===== src/rtl/hc138_seq_decoder.sv =====
// hc138_seq_decoder
// Registered 3-to-8 decoder, 74HC138 style, with active-low outputs.
// The input side takes a 74HC148-style priority encoder result: an
// active-low code plus the active-low group-select GS_n.
//
// It has two modes of operation:
//   pulse : one accepted request drives a single Y_n bit low for
//           HOLD_CYCLES cycles, then returns to idle
//   scan  : Y_n walks Y0..Y7 continuously and spends SCAN_DIV cycles on
//           each output. It is used for display and keyboard multiplexing.
//
// state | meaning
// ------+-------------------------------------------------------------
// IDLE  | all outputs high, waiting for an enabled scan or decode request
// HOLD  | one output low, the hold counter runs down to zero
// SCAN  | walking output low, the divider paces the scan index
//
// Every output comes straight from a flop. The next-state process computes
// the next value of every register. The state register only copies them in.

module hc138_seq_decoder #(
  parameter int HOLD_CYCLES = 4,
  parameter int SCAN_DIV    = 3
) (
  input  logic       Clk,
  input  logic       Rst,
  input  logic       G1,
  input  logic       G2A_n,
  input  logic       G2B_n,
  input  logic [2:0] CodeIn,
  input  logic       GS_n,
  input  logic       ScanEn,
  output logic [7:0] Y_n,
  output logic       Busy,
  output logic       Ack,
  output logic [2:0] ScanIdx
);

  // A parameter value of 1 would make $clog2 return 0. Keep at least one bit.
  localparam int CNT_W = (HOLD_CYCLES > 1) ? $clog2(HOLD_CYCLES) : 1;
  localparam int DIV_W = (SCAN_DIV > 1) ? $clog2(SCAN_DIV) : 1;

  localparam logic [CNT_W-1:0] CNT_LOAD = CNT_W'(HOLD_CYCLES - 1);
  localparam logic [CNT_W-1:0] CNT_ONE  = CNT_W'(1);
  localparam logic [DIV_W-1:0] DIV_LAST = DIV_W'(SCAN_DIV - 1);
  localparam logic [DIV_W-1:0] DIV_ONE  = DIV_W'(1);

  typedef enum logic [1:0] {
    IDLE = 2'd0,
    HOLD = 2'd1,
    SCAN = 2'd2
  } state_t;

  state_t           state, state_nxt;
  logic [7:0]       y_n_q, y_n_nxt;
  logic             busy_q, busy_nxt;
  logic             ack_q, ack_nxt;
  logic [2:0]       scan_idx_q, scan_idx_nxt;
  logic [CNT_W-1:0] cnt_q, cnt_nxt;
  logic [DIV_W-1:0] div_q, div_nxt;

  logic             en;
  logic [2:0]       req_idx;
  logic [2:0]       scan_idx_inc;

  // Active-low one-hot: exactly one bit low, selected by idx.
  function automatic logic [7:0] decode_low(input logic [2:0] idx);
    logic [7:0] one;
    one        = 8'd1;
    decode_low = ~(one << idx);
  endfunction

  // Combined enable gates. The encoder code is active-low, so invert it.
  always_comb begin
    en           = G1 & ~G2A_n & ~G2B_n;
    req_idx      = ~CodeIn;
    scan_idx_inc = scan_idx_q + 3'd1;
  end

  // Next-state and next-output logic. Ack is a single-cycle strobe and
  // therefore defaults low.
  always_comb begin
    state_nxt    = state;
    y_n_nxt      = y_n_q;
    busy_nxt     = busy_q;
    ack_nxt      = 1'b0;
    scan_idx_nxt = scan_idx_q;
    cnt_nxt      = cnt_q;
    div_nxt      = div_q;

    case (state)
      IDLE: begin
        y_n_nxt      = 8'hFF;
        busy_nxt     = 1'b0;
        scan_idx_nxt = 3'd0;
        if (!en) begin
          state_nxt = IDLE;
        end else if (ScanEn) begin
          // A scan request wins over a simultaneous decode request.
          state_nxt    = SCAN;
          scan_idx_nxt = 3'd0;
          y_n_nxt      = 8'hFE;
          div_nxt      = '0;
          busy_nxt     = 1'b1;
        end else if (!GS_n) begin
          state_nxt = HOLD;
          y_n_nxt   = decode_low(req_idx);
          ack_nxt   = 1'b1;
          busy_nxt  = 1'b1;
          cnt_nxt   = CNT_LOAD;
        end
      end

      HOLD: begin
        // Requests are ignored here. A GS_n held low is taken again on the
        // first IDLE cycle, which leaves a one-cycle gap of all-high.
        if (!en || (cnt_q == '0)) begin
          state_nxt = IDLE;
          y_n_nxt   = 8'hFF;
          busy_nxt  = 1'b0;
          cnt_nxt   = '0;
        end else begin
          cnt_nxt = cnt_q - CNT_ONE;
        end
      end

      SCAN: begin
        if (!en || !ScanEn) begin
          state_nxt    = IDLE;
          y_n_nxt      = 8'hFF;
          busy_nxt     = 1'b0;
          scan_idx_nxt = 3'd0;
          div_nxt      = '0;
        end else if (div_q == DIV_LAST) begin
          div_nxt      = '0;
          scan_idx_nxt = scan_idx_inc;
          y_n_nxt      = decode_low(scan_idx_inc);
        end else begin
          div_nxt = div_q + DIV_ONE;
        end
      end

      default: begin
        // An unreachable encoding recovers to a quiet idle.
        state_nxt    = IDLE;
        y_n_nxt      = 8'hFF;
        busy_nxt     = 1'b0;
        scan_idx_nxt = 3'd0;
        cnt_nxt      = '0;
        div_nxt      = '0;
      end
    endcase
  end

  // State and output registers. Reset is synchronous and overrides every state.
  always_ff @(posedge Clk) begin
    if (Rst) begin
      state      <= IDLE;
      y_n_q      <= 8'hFF;
      busy_q     <= 1'b0;
      ack_q      <= 1'b0;
      scan_idx_q <= 3'd0;
      cnt_q      <= '0;
      div_q      <= '0;
    end else begin
      state      <= state_nxt;
      y_n_q      <= y_n_nxt;
      busy_q     <= busy_nxt;
      ack_q      <= ack_nxt;
      scan_idx_q <= scan_idx_nxt;
      cnt_q      <= cnt_nxt;
      div_q      <= div_nxt;
    end
  end

  // Drive the ports from the flops.
  always_comb begin
    Y_n     = y_n_q;
    Busy    = busy_q;
    Ack     = ack_q;
    ScanIdx = scan_idx_q;
  end

endmodule

===== config.mk =====
export PLATFORM = sky130hd
export DESIGN_NAME = hc138_seq_decoder
export DESIGN_NICKNAME = d
export VERILOG_FILES = /design/src/rtl/hc138_seq_decoder.sv
export SDC_FILE = /design/constraint.sdc
export NUM_CORES = 1
export LEC_CHECK = 0
export CORE_MARGIN = 2
export CORE_UTILIZATION = 46
export CTS_BUF_LIST = sky130_fd_sc_hd__clkbuf_4 sky130_fd_sc_hd__clkbuf_8
export DETAILED_ROUTE_END_ITERATION = 6
export PLACE_DENSITY = 0.75
export SLEW_MARGIN = 20
export SYNTH_ARGS = -nofsm -noshare
export SYNTH_HDL_FRONTEND = slang
export SYNTH_SLANG_ARGS = --single-unit

===== constraint.sdc =====
create_clock -name Clk -period 1.65 [get_ports Clk]
set_input_delay 0.165 -clock Clk [delete_from_list [all_inputs] [get_ports Clk]]
set_output_delay 0.165 -clock Clk [all_outputs]
set_load 0.03 [all_outputs]

* After elaboration in Yosys (flattened, before gate mapping)
Index checks and enable logic that the tools add are counted.
Storage, ports and cells: word-level logic and storage cells 79, flip-flop bits (word level) 19
Cells by class: equality and inequality tests 11, muxes and demuxes 32, shift-type cells 2, reduce and logical (&&, ||, !) cells 13, bitwise logic cells 11, add/subtract/negate cells 3
Operators with widths (count):
- 2-to-1 mux 8 bit | 6
- 2-to-1 mux 2 bit | 13
- case mux 8 bit (3 select lines) | 1
- case mux 2 bit (3 select lines) | 3
- inverter 8 bit | 2
- << shifter 1 x 3 -> 8 bit (first input constant) | 2
- != test 2 bit (second input constant) | 6
- 2-to-1 mux 3 bit | 2
- inverter 1 bit | 6
- case mux 3 bit (2 select lines) | 1
- AND reduction 2 bit | 3
- AND reduction 3 bit | 2
- 2-to-1 mux 1 bit | 5
- equality test 2 bit (second input constant) | 2
- zero test 2 bit | 2
- != test 4 bit (second input constant) | 1
- AND reduction 4 bit | 1
- OR reduction 4 bit | 1
- adder 3 x 1 -> 3 bit (second input constant) | 1
- != test 3 bit (second input constant) | 1
- inverter 3 bit | 1
- case mux 1 bit (3 select lines) | 1
- adder 2 x 1 -> 2 bit (second input constant) | 1
- bitwise AND 1 bit | 2
- 4 further kinds | 6

* Depth between registers and ports, before layout
Gate-level depths: netlist (run 1).
depth in word-level cells 7, gate-level depth with buffers 6, gate-level depth less buffers 6

* Least setup slack after synthesis (run 1)
OpenSTA, ideal clock, no wires.
path kind register to register, from reg scan_idx_q[0] (netlist: ScanIdx[0]), to reg y_n_q[4] (netlist: Y_n[4]), clock period less this slack 1.762 ns, stages on the path, launching flop included 6, data required time 1.528 ns, path buffers 0, arrival 1.640 ns, path slack -0.112 ns, setup time 0.122 ns, cell sequence dfxtp_1 > ha_1 > xnor2_1 > nor3_1 > a211oi_1 > a221o_1
Between the ends: cells in the longest elaborated chain, start to end 6
Ends and longest elaborated chain:
- from (decl) | line 58 | logic [2:0] scan_idx_q, scan_idx_nxt;
- from (signal assigned) | line 170 | scan_idx_q <= scan_idx_nxt;
- adder 3 x 1 -> 3 bit | line 77 | scan_idx_inc = scan_idx_q + 3'd1;
- << shifter 1 x 3 -> 8 bit | line 70 | decode_low = ~(one << idx);
- inverter 8 bit | line 70
- 2-to-1 mux 8 bit | line 134 | end else if (div_q == DIV_LAST) begin
- 2-to-1 mux 8 bit | line 128 | if (!en || !ScanEn) begin
- case mux 8 bit (3 select lines) | line 91 | case (state)
- to (signal assigned) | line 167 | y_n_q <= y_n_nxt;
- to (decl) | line 55 | logic [7:0] y_n_q, y_n_nxt;
No other way between the ends. The select of a mux whose other input is x is not followed. A chain may end at the register's enable or synchronous reset.

* Worst setup path in the final report (run 1)
from reg scan_idx_q[2] (netlist: ScanIdx[2]), to out ScanIdx[2]
RTL lines:
- to (decl) | line 36 | output logic [2:0] ScanIdx
No word-level cell between the ends.

==> flow_summary.ini, run 1 <==
[run_status]
status = complete, no violations

[sta]
hold_slack_ns = 0.490
rsz0062_at_grt = true
timing.final.crit_share_pct = 97.1
timing.fmax_ghz = 0.624
period_minus_slack_ns = 1.60
hold_viol_final = 0
maxSlewHeadroom_pct = 71.3
finalSetupViolCount = 0
fin_skew_ns = 0.00207
slew_viol_final = 0
worst-slew-pin-transition_ns = 0.420

[finish]
multi_input_area_um2 = 744
seq_area_um2 = 387
fill_cells = 190
finalInstanceArea_mm2 = 0.00172
layout.cells.non_filler = 209
syn_to_final_growth_pct = 48.0
drive_gt1_share_pct = 33.5
antenna_cells = 0
finalNetCount = 196

[logic_synthesis]
synth_area_mm2 = 0.00116
ys_seq_area_share_pct = 32.7
synth_edf_count = 0
avgSynthCellArea_um2 = 9.39
syn_inst = 124
yosysTopAreaCell = dfxtp_1
synth-async-reset-ratio_pct = 0
yosysWarnings = 0
synth_cell_types = 37
synth_fp_nets = 140
yosysTopAreaCellShare_pct = 32.7
ys_dominant_reg_cell = dfxtp_1
ys_ff_latch = 19
synth_area_leaders = dfxtp_1 (33%), a221o_1 (6.9%), ha_1 (6.4%), a211oi_1 (5.2%), nor3b_4 (3.2%)

[setup_path]
cp.required_ns = 1.48
cpMaxStageDelayCell = clkdlybuf4s50_1
crit_chain = clkdlybuf4s50_1
crit_fanout = 4
crit_path_start_kind = flop
reg2reg_depth = 6
cp_num_buf_inv = 1
r2r_setup_slack_ns = 0.07
criticalPathCategory = flop to primary output
cp_data_arrival_time_ns = 1.44
endpoint_kind = primary output
reg2reg_from = state[0]
cp_slowest_stage_delay_ns = 0.70
rr_endpoint = Y_n[6]
critPathTopFamily = buffers and inverters

[die]
die_h_um = 54.3
die_area_mm2 = 0.00295
ios = 23
std_cell_rows = 18
die_width_um = 54.3
initial_utilization_pct = 47.9
coreArea_mm2 = 0.00243

[routing]
vias_per_cell = 5.56
drc_errors = 0
drtAntennaViolNets = 0
drt_iter0_drc = 39
drt_wl_total_mm = 2.97
avgRoutedWirePerCell_um = 14.2
vias = 1162
first_pass_iters = 4

[clock_tree]
holdBufCountCts = 0
cts-buffers-inserted = 3
clk_pin_slew_worst_paths_ns = 0.12
cts.sinks = 19
cts-root-buf = clkbuf_4
clock_path_buffers = 2
clock_latency_ns = 0.31
ctsHtreeMaxLevel = 1
cts_tree = done

[job]
cap_violations = 0

[global_route]
grt_usage_pct = 21.6
grt_pass1_vias = 1145
antenna_found_initial = 0
grt_pass1_wl_mm = 4.65
grt_max_degree = 12
overflow = 0

[power]
power_density_mw_per_mm2 = 487
ir_drop_uv = 433
power_leakage_nw = 0.671
total_power_w = 0.000839

[worst_hold_path]
hp-class = flop to flop
hold_depth = 2
hold_path_end = cnt_q[1]
hp-start = cnt_q[1]

[place]
dp_hpwl_mm = 2.15
place_area_mm2 = 0.00160
gp_congestion = 0.803
dp.cells = 201
portBuffers = 22
==> cell families after synthesis <==
logic type	after synthesis	synth area share [%]
buf+inv	14	9.45
fa+ha+maj	6	6.44
compound gates	33	22.2
simple gates	50	27.6
flops	19	32.7
xor+xnor	1	0.752
mux	1	0.859
==> layout by cell type (no fill, tap or decap), types with 3 or more instances in the layout <==
cell type	count
nand2b_1	3
clkdlybuf4s50_1	18
nand2_1	8
inv_1	6
o21ai_0	6
ha_1	5
dlygate4sd2_1	3
a21oi_1	5
nor3_1	3
clkbuf_4	3
buf_4	33
nor3b_1	3
dfxtp_1	16
a211oi_1	6
a221o_1	8
nor2_1	9
nand4b_1	3
buf_6	3
==> power breakdown <==
group	switching (W)	internal (W)	leakage, nW
logic	0.0000564	0.0000648	0.498
clock network	0.000164	0.0000906	0.0177
registers	0.00000213	0.000461	0.155
==> timing repair <==
| action | CTS | global route |
|---|---|---|
| pin swaps | 10 | 8 |
| gates resized for setup | 14 | 10 |
| cloned | 1 | 0 |
| setup buffers | 3 | 1 |
| setup endpoints to repair | 12 | 11 |
==> routing by layer <==
layer	routed length (um)	vias up	track usage [%]
met1	1310	541	25.2
met5	0	-	0
met3	154	7	2.73
met4	31	0	9.17
li1	-	577	-
met2	1470	37	39.2
==> worst max-delay path by stage <==
| stage | end | slack, ns | startpoint | depth (start not counted) |
|---|---|---|---|---|
| 2_1_floorplan | Y_n[4] | 0.04 | ScanIdx[0] | 5 |
| 3_3_place_gp | ScanIdx[0] | -0.43 | G1 | 7 |
| 3_5_place_dp | Y_n[0] | -0.47 | G1 | 6 |
| 4_1_cts | ScanIdx[0] | 0.02 | ScanIdx[0] | 2 |
| 5_1_grt | ScanIdx[2] | -0.004 | ScanIdx[2] | 1 |
| 6_report | ScanIdx[2] | 0.05 | ScanIdx[2] | 1 |
==> final cells by class <==
cell class	count	share of cell area, %
Multi-Input combinational cell	91	43.2
Timing Repair Buffer	59	29.3
Sequential cell	19	22.4
Tap cell	30	2.18
Clock buffer	3	1.31
Inverter	6	1.31
Clock inverter	1	0.290
==> state kept, by name, summed over array words and instances (netlist names) <==
signal and flops:
Busy 1, Ack 1, cnt_q 2, ScanIdx 3, state 2, Y_n 8, div_q 2
==> per-stage QoR <==
step | util [%] | TNS, ns | worst slack, ns
finish | 70.9 | 0 | 0.0478
global placement | 65.7 | -4.90 | -0.427
CTS | 68.9 | 0 | 0.0172
detailed placement | 65.7 | -5.58 | -0.474
floorplan | - | 0 | 0.0434
global route | 70.9 | -0.00637 | -0.00395
==> cell usage after synthesis, types with 2 or more instances <==
master and count:
clkbuf_8 2, nor3_2 2, a221o_1 8, a31oi_1 2
nor3b_1 3, and4_1 2, ha_1 6, nor4_1 3
nor2_1 9, nand2_1 8, nor3_1 5, dfxtp_1 19
a211oi_1 8, a21oi_1 5, nand4b_1 3, nor3b_4 2
buf_6 3, o21ai_0 6, inv_1 6, nor2b_1 3
nand2b_1 3
Power figures use the tool's default switching activity.
==> inputs of run 2 (changes only) <==
- MAX_ROUTING_LAYER: not set -> met4
==> run 2 against run 1 <==
Count of clock-buffer cells in the layout is the same. Worst hold slack is essentially flat. Critical path depth did not move. Non-clock buffer count did not move. Combinational power barely moved. Die area did not move. Fmax hardly changed. Final cell count stayed put. Flip-flop and latch count unchanged. Via count down 0.60%. Sequential power about the same. Critical path type unchanged. Critical endpoint unchanged.
==> flow_summary.ini, run 2 (synthesized netlist as in run 1, its figures left out) <==
[die]
die_h_um = 54.3
ios = 23
std_cell_rows = 18
die_width_um = 54.3
initial_utilization_pct = 47.9
coreArea_mm2 = 0.00243
die_area_mm2 = 0.00295

[place]
portBuffers = 22
dp.cells = 201
gp_congestion = 0.815
dp_hpwl_mm = 2.15

[setup_path]
crit_chain = clkdlybuf4s50_1
cp_num_buf_inv = 1
cp_data_arrival_time_ns = 1.44
criticalPathCategory = flop to primary output
r2r_setup_slack_ns = 0.07
reg2reg_from = state[0]
cp-startpoint = ScanIdx[2]
cp_slowest_stage_delay_ns = 0.70
cp.depth = 1
reg2reg_depth = 6
endpoint = ScanIdx[2]
rr_endpoint = Y_n[6]
endpoint_kind = primary output
crit_fanout = 4
cp.required_ns = 1.48
critPathTopFamily = buffers and inverters
crit_path_start_kind = flop
cpMaxStageDelayCell = clkdlybuf4s50_1

[routing]
drt_wl_total_mm = 3.00
drtAntennaViolNets = 0
first_pass_iters = 4
vias = 1155
vias_per_cell = 5.53
drt_iter0_drc = 40
avgRoutedWirePerCell_um = 14.3
drc_errors = 0

[global_route]
overflow = 0
grt_pass1_vias = 1145
antenna_found_initial = 0
grt_max_degree = 12
grt_usage_pct = 22.2
grt_pass1_wl_mm = 4.64

[finish]
finalNetCount = 196
drive_gt1_share_pct = 33.5
fill_cells = 190
syn_to_final_growth_pct = 48.0
mostFrequentLayoutCells = buf_4 (33), clkdlybuf4s50_1 (18), dfxtp_1 (16)
layout.cells.non_filler = 209
seq_area_um2 = 387
final_common_cell = buf_4
largest_reg_flops = 8
antenna_cells = 0
multi_input_area_um2 = 744

[worst_hold_path]
hp-start = cnt_q[1]
hp-class = flop to flop

[sta]
setup_tns_ns = 0
slew_viol_final = 0
timing.fmax_ghz = 0.624
worst-slew-pin-transition_ns = 0.398
hold_slack_ns = 0.490
period_minus_slack_ns = 1.60
timing.final.crit_share_pct = 97.1
maxSlewHeadroom_pct = 72.8
rsz0062_at_grt = true
finalSetupViolCount = 0
fin_skew_ns = 0.00284
hold_viol_final = 0

[power]
power_density_mw_per_mm2 = 487
power_leakage_nw = 0.671
ir_drop_uv = 433

[clock_tree]
cts-buffers-inserted = 3
clock_latency_ns = 0.31
clock_path_buffers = 2
cts_tree = done
cts.sinks = 19
holdBufCountCts = 0
cts-root-buf = clkbuf_4
ctsHtreeMaxLevel = 1
clk_pin_slew_worst_paths_ns = 0.12

[run_status]
status = complete, no violations

[job]
cap_violations = 0
## run 2: cell counts in the layout (fill, tap and decap cells not counted)
No cell type changed its count.
## run 2: worst min-delay path by stage
stage / endpoint / slack (ns) / depth (start not counted)
floorplan: Ack / 0.33 / 2
global placement: cnt_q[1] / 0.46 / 2
detailed placement: cnt_q[1] / 0.47 / 2
CTS: cnt_q[1] / 0.49 / 2
global route: cnt_q[1] / 0.51 / 2
finish: cnt_q[1] / 0.49 / 2
## run 2: timing repair
item / CTS / global route
resized for setup: 14 / 10
setup buffers: 3 / 1
pin swaps: 10 / 8
cloned: 1 / 0
setup endpoints to repair: 12 / 11
## run 2: stage by stage
stage	worst slack, ns	utilization [%]	power [W]	cell area (um2)
floorplan	0.0434	-	0.000527	1170
global placement	-0.427	65.7	0.000588	1600
detailed placement	-0.474	65.7	0.000591	1600
CTS	0.0172	68.9	0.000839	1680
global route	-0.00394	70.9	0.000864	1720
finish	0.0481	70.9	0.000840	1720
## run 2: cell type report
class / instances / area share, %
repair buffers: 59 / 29.3
clock buffers: 3 / 1.31
clock inverters: 1 / 0.290
multi-input cells: 91 / 43.2
flip-flops and latches: 19 / 22.4
inverters: 6 / 1.31
well taps: 30 / 2.18
## run 2: worst reg2reg max path, cell delays in order (launching register included)
cell	delay [ns]
dfxtp_4	0.37
nand3b_1	0.27
buf_6	0.20
nor3_4	0.15
buf_6	0.12
nand2_1	0.07
a221o_1	0.30
## run 2: where the power goes
| group | leakage (nW) | internal (W) | switching [W] |
|---|---|---|---|
| sequential | 0.155 | 0.000461 | 0.00000215 |
| combinational | 0.498 | 0.0000649 | 0.0000567 |
| clock | 0.0177 | 0.0000906 | 0.000165 |
| total | 0.671 | 0.000616 | 0.000224 |
## run 2: routing by layer
metal / GRT usage (%) / routed length [um] / vias to the layer above / share of wire (%)
met1: 25.2 / 1370 / 538 / 46
met4: 9.17 / 28 / 0 / 0.93
met5: - / 0 / - / 0
met2: 39.2 / 1470 / 36 / 49
met3: 2.73 / 128 / 5 / 4.3
li1: - / - / 576 / -
==> inputs of run 3 (changes only) <==
- PLACE_DENSITY: 0.75 -> not set
- PLACE_DENSITY_LB_ADDON: not set -> 0.15
- TNS_END_PERCENT: not set -> 30
==> run 3 against run 2 <==
Fmax increased by 3.0%. Sequential power about the same. Final cell count decreased by 2.4%. Core utilization decreased by 2.8 points. Sequential share of layout area increased by 0.78 points.
==> flow_summary.ini, run 3 (synthesized netlist as in run 1, its figures left out) <==
[run_status]
status = complete, no violations

[sta]
setup_tns_ns = 0
timing.fmax_ghz = 0.643
hold_viol_final = 0
period_minus_slack_ns = 1.56
finalSetupViolCount = 0
hold_slack_ns = 0.402
maxSlewHeadroom_pct = 73.6
timing.final.crit_share_pct = 94.3
worst-slew-pin-transition_ns = 0.387
slew_viol_final = 0
fin_skew_ns = 0.00315
rsz0062_at_grt = false

[routing]
drt_iter0_drc = 10
vias_per_cell = 5.40
drtAntennaViolNets = 0
avgRoutedWirePerCell_um = 13.7
vias = 1102
drt_wl_total_mm = 2.80
drc_errors = 0
first_pass_iters = 4

[setup_path]
endpoint_kind = flop
cp.required_ns = 1.86
criticalPathCategory = flop to flop
crit_chain = ha_1 -> xnor2_1 -> nor3b_4 -> a211oi_1 -> a221o_1
critPathTopFamily = compound AO/OA/AOI/OAI gates
cp_slowest_stage_delay_ns = 0.34
cp_data_arrival_time_ns = 1.76
crit_path_start_kind = flop
cp_num_buf_inv = 0
cpMaxStageDelayCell = dfxtp_2
crit_fanout = 4

[die]
ios = 23
die_h_um = 54.3
coreArea_mm2 = 0.00243
initial_utilization_pct = 47.9
die_width_um = 54.3
std_cell_rows = 18
die_area_mm2 = 0.00295

[finish]
mostFrequentLayoutCells = buf_4 (31), clkdlybuf4s50_1 (17), dfxtp_1 (16)
syn_to_final_growth_pct = 42.1
antenna_cells = 0
final_common_cell = buf_4
final_core_util_pct = 68.1
fill_cells = 195
drive_gt1_share_pct = 28.7
largest_reg_flops = 8
finalNetCount = 191

[clock_tree]
clock_latency_ns = 0.31
clk_pin_slew_worst_paths_ns = 0.11
ctsHtreeMaxLevel = 1
cts-root-buf = clkbuf_4
clock_path_buffers = 2
cts-buffers-inserted = 3
cts.sinks = 19
cts_tree = done

[worst_hold_path]
hp-class = input port to flop

[global_route]
grt_max_degree = 13
grt_usage_pct = 21.8
antenna_found_initial = 0
grt_pass1_vias = 1076
grt_pass1_wl_mm = 4.49
overflow = 0

[power]
ir_drop_uv = 402
power_leakage_nw = 0.673
power_density_mw_per_mm2 = 512

[job]
cap_violations = 0

[place]
portBuffers = 22
dp_hpwl_mm = 2.19
gp_congestion = 0.876
==> run 3: changes by cell type in the layout (fill, tap and decap cells not counted), moves of 2 or more <==
cell,previous run,this run
dlygate4sd2_1,3,0
buf_4,33,31
buf_6,3,1
nor3_4,2,0
dlymetal6s2s_1,1,5
==> run 3: routing by layer <==
layer	up-vias	wire length [um]	track usage, %
met5	-	0	-
met4	0	59	9.17
met3	7	76	3.55
met2	19	1440	39.0
met1	511	1220	23.7
li1	565	-	-
==> run 3: what timing repair did <==
item | in CTS | in global routing
hold buffers | 0 | 0
pin swaps | 1 | 9
gates resized for setup | 4 | 9
setup endpoints to repair | 10 | 12
buffers inserted | 1 | 0
==> run 3: layout make-up <==
type | count | area (um2) | area share (%)
repair buffers | 54 | 477 | 28.8
clock buffers | 4 | 30.0 | 1.81
well taps | 30 | 37.5 | 2.27
multi-input cells | 91 | 704 | 42.6
inverters | 6 | 22.5 | 1.36
flip-flops and latches | 19 | 384 | 23.2
==> run 3: worst min-delay path: stages <==
cell and delay, ns:
dlymetal6s2s_1 0.10, or3b_4 0.18, buf_4 0.17, nor4_1 0.05
==> run 3: final timing paths <==
kind,start,endpoint,slack [ns],cells past startpoint
setup / recovery,ScanIdx[0],Y_n[2],0.09,5
hold / removal,G2A_n,state[1],0.40,4
setup reg to reg,ScanIdx[0],Y_n[2],0.09,5
hold reg to reg,cnt_q[1],cnt_q[1],0.49,2
==> run 3: through the flow <==
stage | power [W] | instance area, um2 | std cells | worst slack (ns)
floorplan | 0.000527 | 1170 | 124 | 0.0434
global placement | 0.000587 | 1570 | 199 | -0.426
detailed placement | 0.000589 | 1570 | 199 | -0.455
CTS | 0.000853 | 1620 | 204 | -0.0242
global route | 0.000876 | 1660 | 204 | 0.0184
finish | 0.000848 | 1660 | 204 | 0.0945
==> run 3: power breakdown <==
part           leakage [nW]  switching (W)  total (W)  internal [W]
Sequential            0.155     0.00000233   0.000464      0.000462
Combinational         0.500      0.0000534   0.000117     0.0000641
Clock                0.0184       0.000155   0.000266      0.000111
Total                 0.673       0.000211   0.000848      0.000637
